==> src/rtl/sub_pipe_if.sv <==
// Operand/result handshake bundle for the sub_pipe prefix subtractor.
// The master side is the operand source plus result sink. The slave side is the subtractor.
interface sub_pipe_if #(
    parameter int W = 6
);
    logic [W-1:0] x;
    logic [W-1:0] y;
    logic         in_valid;
    logic         in_ready;
    logic         out_ready;
    logic         out_valid;
    logic [W:0]   d;
    logic         borrow;
    logic [W-1:0] g;
    logic [W-1:0] p;
    logic [W-1:0] h;
    logic [7:0]   count;

    modport master (
        output x, y, in_valid, out_ready,
        input  in_ready, out_valid, d, borrow, g, p, h, count
    );

    modport slave (
        input  x, y, in_valid, out_ready,
        output in_ready, out_valid, d, borrow, g, p, h, count
    );
endinterface

==> src/rtl/sub_pipe.sv <==
// Three-stage Kogge-Stone subtractor computing x - y as x + ~y + 1.
// A single global enable stalls every stage together, so bubbles are preserved.
module sub_pipe #(
    parameter int W = 6
) (
    input  logic       clk,
    input  logic       rst_n,
    sub_pipe_if.slave  bus
);

    // One Kogge-Stone level: bit i absorbs the group that ends span bits below it.
    function automatic logic [2*W-1:0] ks_level(input logic [W-1:0] gi,
                                                input logic [W-1:0] pi,
                                                input int           span);
        logic [W-1:0] go;
        logic [W-1:0] po;
        for (int i = 0; i < W; i++) begin
            if (i >= span) begin
                go[i] = gi[i] | (pi[i] & gi[i-span]);
                po[i] = pi[i] & pi[i-span];
            end else begin
                go[i] = gi[i];
                po[i] = pi[i];
            end
        end
        return {go, po};
    endfunction

    logic           en;

    logic [W-1:0]   x_p0_q, y_p0_q;
    logic           vld_p0_q;
    logic [W-1:0]   g_p0, p_p0, h_p0;

    logic [2*W-1:0] gp_l1_p1, gp_l2_p1;
    logic [W-1:0]   gg_p1_q, pp_p1_q, g_p1_q, p_p1_q, h_p1_q;
    logic           vld_p1_q;

    logic [2*W-1:0] gp_p2;
    logic [W:0]     c_p2;
    logic [W:0]     d_p2_d;
    logic           borrow_p2_d;
    logic [W:0]     d_p2_q;
    logic           borrow_p2_q;
    logic [W-1:0]   g_p2_q, p_p2_q, h_p2_q;
    logic           vld_p2_q;

    logic [7:0]     count_q, count_d;

    assign en          = ~vld_p2_q | bus.out_ready;
    assign bus.in_ready = en;

    // Stage 0 -> 1: per-bit terms against the inverted subtrahend, then spans 1 and 2
    assign g_p0     = x_p0_q & ~y_p0_q;
    assign p_p0     = x_p0_q | ~y_p0_q;
    assign h_p0     = x_p0_q ^ ~y_p0_q;
    assign gp_l1_p1 = ks_level(g_p0, p_p0, 1);
    assign gp_l2_p1 = ks_level(gp_l1_p1[2*W-1:W], gp_l1_p1[W-1:0], 2);

    // Stage 1 -> 2: remaining levels, then fold in the constant carry-in of 1
    always_comb begin
        gp_p2 = {gg_p1_q, pp_p1_q};
        for (int lvl = 2; (1 << lvl) < W; lvl++) begin
            gp_p2 = ks_level(gp_p2[2*W-1:W], gp_p2[W-1:0], 1 << lvl);
        end
        c_p2    = '0;
        c_p2[0] = 1'b1;
        for (int i = 0; i < W; i++) begin
            c_p2[i+1] = gp_p2[W+i] | gp_p2[i];
        end
        d_p2_d = '0;
        for (int i = 0; i < W; i++) begin
            d_p2_d[i] = h_p1_q[i] ^ c_p2[i];
        end
        d_p2_d[W]   = ~c_p2[W];
        borrow_p2_d = ~c_p2[W];
    end

    always_ff @(posedge clk) begin
        if (!rst_n) begin
            x_p0_q      <= '0;
            y_p0_q      <= '0;
            vld_p0_q    <= 1'b0;
            gg_p1_q     <= '0;
            pp_p1_q     <= '0;
            g_p1_q      <= '0;
            p_p1_q      <= '0;
            h_p1_q      <= '0;
            vld_p1_q    <= 1'b0;
            d_p2_q      <= '0;
            borrow_p2_q <= 1'b0;
            g_p2_q      <= '0;
            p_p2_q      <= '0;
            h_p2_q      <= '0;
            vld_p2_q    <= 1'b0;
        end else if (en) begin
            x_p0_q      <= bus.x;
            y_p0_q      <= bus.y;
            vld_p0_q    <= bus.in_valid;
            gg_p1_q     <= gp_l2_p1[2*W-1:W];
            pp_p1_q     <= gp_l2_p1[W-1:0];
            g_p1_q      <= g_p0;
            p_p1_q      <= p_p0;
            h_p1_q      <= h_p0;
            vld_p1_q    <= vld_p0_q;
            d_p2_q      <= d_p2_d;
            borrow_p2_q <= borrow_p2_d;
            g_p2_q      <= g_p1_q;
            p_p2_q      <= p_p1_q;
            h_p2_q      <= h_p1_q;
            vld_p2_q    <= vld_p1_q;
        end
    end

    assign count_d = (vld_p2_q && bus.out_ready) ? count_q + 8'd1 : count_q;

    always_ff @(posedge clk) begin
        if (!rst_n) begin
            count_q <= '0;
        end else begin
            count_q <= count_d;
        end
    end

    assign bus.out_valid = vld_p2_q;
    assign bus.d         = d_p2_q;
    assign bus.borrow    = borrow_p2_q;
    assign bus.g         = g_p2_q;
    assign bus.p         = p_p2_q;
    assign bus.h         = h_p2_q;
    assign bus.count     = count_q;

endmodule
==> src/flat_wrapper.sv <==
// flat-port wrapper written by rule: the top's interface ports become plain ports
module sub_pipe_flat 
#(
    parameter int W = 6
)
  (clk, rst_n, bus_x, bus_y, bus_in_valid, bus_out_ready, bus_in_ready, bus_out_valid, bus_d, bus_borrow, bus_g, bus_p, bus_h, bus_count);
  sub_pipe_if #(.W(W)) bus_i ();
  input  logic clk;
  input  logic rst_n;
  input wire logic [$bits(bus_i.x)-1:0] bus_x;
  input wire logic [$bits(bus_i.y)-1:0] bus_y;
  input wire logic [$bits(bus_i.in_valid)-1:0] bus_in_valid;
  input wire logic [$bits(bus_i.out_ready)-1:0] bus_out_ready;
  output wire logic [$bits(bus_i.in_ready)-1:0] bus_in_ready;
  output wire logic [$bits(bus_i.out_valid)-1:0] bus_out_valid;
  output wire logic [$bits(bus_i.d)-1:0] bus_d;
  output wire logic [$bits(bus_i.borrow)-1:0] bus_borrow;
  output wire logic [$bits(bus_i.g)-1:0] bus_g;
  output wire logic [$bits(bus_i.p)-1:0] bus_p;
  output wire logic [$bits(bus_i.h)-1:0] bus_h;
  output wire logic [$bits(bus_i.count)-1:0] bus_count;
  assign bus_i.x = bus_x;
  assign bus_i.y = bus_y;
  assign bus_i.in_valid = bus_in_valid;
  assign bus_i.out_ready = bus_out_ready;
  assign bus_in_ready = bus_i.in_ready;
  assign bus_out_valid = bus_i.out_valid;
  assign bus_d = bus_i.d;
  assign bus_borrow = bus_i.borrow;
  assign bus_g = bus_i.g;
  assign bus_p = bus_i.p;
  assign bus_h = bus_i.h;
  assign bus_count = bus_i.count;
  sub_pipe #(.W(W)) u_core (.clk(clk), .rst_n(rst_n), .bus(bus_i));
endmodule
==> config.mk <==
export PLATFORM = sky130hd
export DESIGN_NAME = sub_pipe_flat
export DESIGN_NICKNAME = d
export VERILOG_FILES = /design/src/rtl/sub_pipe_if.sv /design/src/rtl/sub_pipe.sv /design/src/flat_wrapper.sv
export SDC_FILE = /design/constraint.sdc
export NUM_CORES = 1
export LEC_CHECK = 0
export CORE_MARGIN = 4
export CORE_UTILIZATION = 30
export CTS_CLUSTER_DIAMETER = 200
export DETAILED_ROUTE_END_ITERATION = 16
export SYNTH_ARGS = -nofsm -noshare
export SYNTH_HDL_FRONTEND = slang
export SYNTH_SLANG_ARGS = --single-unit
==> constraint.sdc <==
create_clock -name clk -period 1.9 [get_ports clk]
set_clock_uncertainty 0.1 [all_clocks]
set_input_delay 0.475 -clock clk [delete_from_list [all_inputs] [get_ports clk]]
set_output_delay 0.475 -clock clk [all_outputs]
set_load 0.005 [all_outputs]
==> impl_metrics.yaml <==
setup_path:
  arrival_ps: 1260
  path_buf_inv: 1
  slowest_stage: "clkdlybuf4s50_1"
  ff2ff_setup_slack_ps: 270
  path_cells: "clkdlybuf4s50_1"
  critPathLaunchType: "register"
  max_stage_delay_ps: 530
  cp-end-kind: "primary output"
  cp_data_required_time_ps: 1320
  critPathKind: "register to primary output"
  crit_fanout: 4
  path_delay_family: "buffers and inverters"
layout:
  synthToLayoutAreaGrowth_pct: 22.7
  n_antenna_cell: 0
  layout.nets: 444
  layout-drive-gt1-share_pct: 8.13
  fin_area_um2: 4000
  final_cell_mix: "107 x nand2_1, 71 x dfxtp_1, 48 x clkdlybuf4s50_1"
  final_common_cell: "nand2_1"
detailed_routing:
  ant_nets: 0
  vias_per_cell: 4.62
  firstDrtPassIters: 6
  drt_wl_total_um: 6880
  drt_iter0_markers: 111
  dr_total_vias: 2558
  route.detailed.drc: 0
  wire_per_inst_um: 12.4
cts:
  cts_buffers: 9
  cts_sinks: 76
  post_cts_buffers: 0
  clkTransAtPathRegs_ps: 70
  cts_root_buf: "clkbuf_8"
  clockBufferDepth: 2
  clock_latency_ps: 340
  cts_tree: "built"
  ctsHoldBuffers: 0
  htree_num_levels: 3
synthesis:
  synthesis.area_um2: 3260
  ys_types: 39
  seq_area_frac_synth_pct: 46.7
  synth-seq-cells: 76
  postSynthCellCount: 368
  syn_nets: 397
  yosys_warnings: 0
  syn_area_per_cell_um2: 8.86
sta:
  fmax_mhz: 546
  grt_setup_unrepaired: "false"
  setup_viol: 0
  drv_slew: 0
  max_slew_margin_pct: 73.4
  post-route-period-util_pct: 96.4
  layout_min_cycle_time_ps: 1830
  worst_slew_pin_slew_ps: 399
  finalHoldViolCount: 0
  fin_tns_setup_ps: 0
  worst_slack_ps: 67.5
power:
  p_leak_nw: 1.59
  power.total_mw: 3.22
  powerDensity_nw_per_um2: 804
  vdd_drop_max_v: 0.000299
  intPower_mw: 2.41
  p_switching_mw: 0.809
  seq_power_share_pct: 54.8
  clock_power_share_pct: 33.0
  p_comb_share_pct: 12.1
  switching_share_pct: 25.1
placement:
  placed_area_um2: 3830
  hpwlAfterDp_um: 4860
  detailedPlace.worstSlack_ps: -348
  io_buffers: 51
  gp_congestion: 0.766
die:
  coreArea_um2: 10500
  die_y_um: 112
  die-area_um2: 12600
  start_util_pct: 31.2
  die_w_um: 112
  rows: 37
  io_pins: 52
worst_hold_path:
  min_path_type: "register to register"
global_routing:
  grt.overflow.total: 0
  grtUsageTotal_pct: 11.3
  grt_max_degree: 41
  grt_pass1_wl_um: 11700
  antenna_found_initial: 0
  grt_pass1_vias: 2556
run_status:
  run_status: "finished, final reports clean"
job:
  max-cap-violations: 0
[worst min-delay path, stage by stage (launching register included)]
cell      delay (ps)
dfxtp_1          310
nand2_1           50
a21boi_1          50
[state kept, by name (all words and copies together) (netlist names)]
signal / flops
u_core.bus.borrow: 1
u_core.bus.count: 8
u_core.bus.out_valid: 1
u_core.bus.p: 6
u_core.pp_p1_q: 5
u_core.x_p0_q: 6
u_core.bus.h: 6
u_core.gg_p1_q: 5
u_core.bus.g: 6
u_core.g_p1_q: 6
u_core.y_p0_q: 6
u_core.h_p1_q: 6
u_core.vld_p0_q: 1
u_core.bus.d: 6
u_core.vld_p1_q: 1
u_core.p_p1_q: 6
[layout make-up]
cell class	count	area, um2
Sequential cell	76	1530
Multi-Input combinational cell	254	1500
Clock inverter	4	27.5
Clock buffer	10	138
Fill cell	1108	6460
Timing Repair Buffer	60	586
Inverter	14	55.1
Tap cell	136	170
[per-layer routing]
layer | part of all wire (%) | vias up | GRT usage (%)
met5 | 0 | - | 0
met4 | 1.4 | 0 | 4.49
met3 | 4.7 | 8 | 3.40
met2 | 46 | 48 | 18.2
met1 | 48 | 1197 | 14.1
li1 | - | 1305 | -
[path summary, 6_finish.rpt]
path                            start  cells past startpoint                end
hold / removal        u_core.bus.h[4]                      2    u_core.bus.h[4]
hold reg to reg       u_core.bus.h[4]                      2    u_core.bus.h[4]
setup reg to reg     u_core.x_p0_q[3]                      6  u_core.gg_p1_q[4]
setup / recovery  u_core.bus.count[5]                      1       bus_count[5]
[cell usage after synthesis]
cell type,count,area (um2)
or2_2,1,6.26
a22oi_1,2,15.0
o21a_1,1,7.51
o21ai_2,1,8.76
and3_1,1,6.26
a21boi_1,47,353
nor2b_1,7,43.8
nand2b_1,1,6.26
o21bai_1,1,7.51
nand3_1,5,25.0
buf_4,6,45.0
buf_6,8,90.1
and2_1,10,62.6
nor4_1,2,12.5
xnor2_1,7,61.3
dfxtp_1,76,1520
nor3_1,2,10.0
o21ai_0,5,25.0
o21ai_1,1,5.00
o211a_1,5,50.1
inv_4,1,6.26
o311ai_0,1,8.76
ha_1,13,163
nor2b_2,1,8.76
a21o_1,1,7.51
a21oi_1,7,35.0
buf_12,1,20.0
nand3b_1,2,15.0
nand2_1,107,402
buf_2,2,10.0
inv_1,13,48.8
nand4_1,6,37.5
o211ai_1,2,15.0
and4_1,1,8.76
clkbuf_1,7,26.3
a21boi_0,5,37.5
or3_1,4,25.0
a2111oi_0,1,8.76
nor2_1,4,15.0
[cell families (layout without fill, tap and decap cells)]
kind of cell	count (synthesis)	in the layout	share of synthesized area [%]
AO/OA/AOI/OAI	80	80	17.9
AND/OR/NAND/NOR	154	154	21.0
XOR/XNOR	7	7	1.88
adder cells (fa/ha/maj)	13	13	4.99
flip-flops	76	76	46.7
buffers and inverters	38	88	7.56
[power by group through the flow]
stage | clock [mW] | sequential (mW) | combinational, mW
2_1_floorplan | 0 | 1.79 | 0.230
3_3_place_gp | 0 | 1.80 | 0.390
3_5_place_dp | 0 | 1.80 | 0.395
4_1_cts | 1.10 | 1.77 | 0.398
5_1_grt | 1.16 | 1.78 | 0.445
6_report | 1.06 | 1.76 | 0.391
[metrics by stage]
stage	utilization (%)	cells	hold slack, ps
floorplan	-	368	331
global placement	36.6	540	339
detailed placement	36.6	540	345
CTS	38.2	554	355
global route	38.2	554	367
finish	38.2	554	349
[what timing repair did]
item                                   4_1_cts  5_1_grt
gates cloned                                 0        0
endpoints found under the hold margin        0        0
gates resized for setup                      6        3
setup endpoints to repair                    2        3
(Power assumes the default switching activity.)
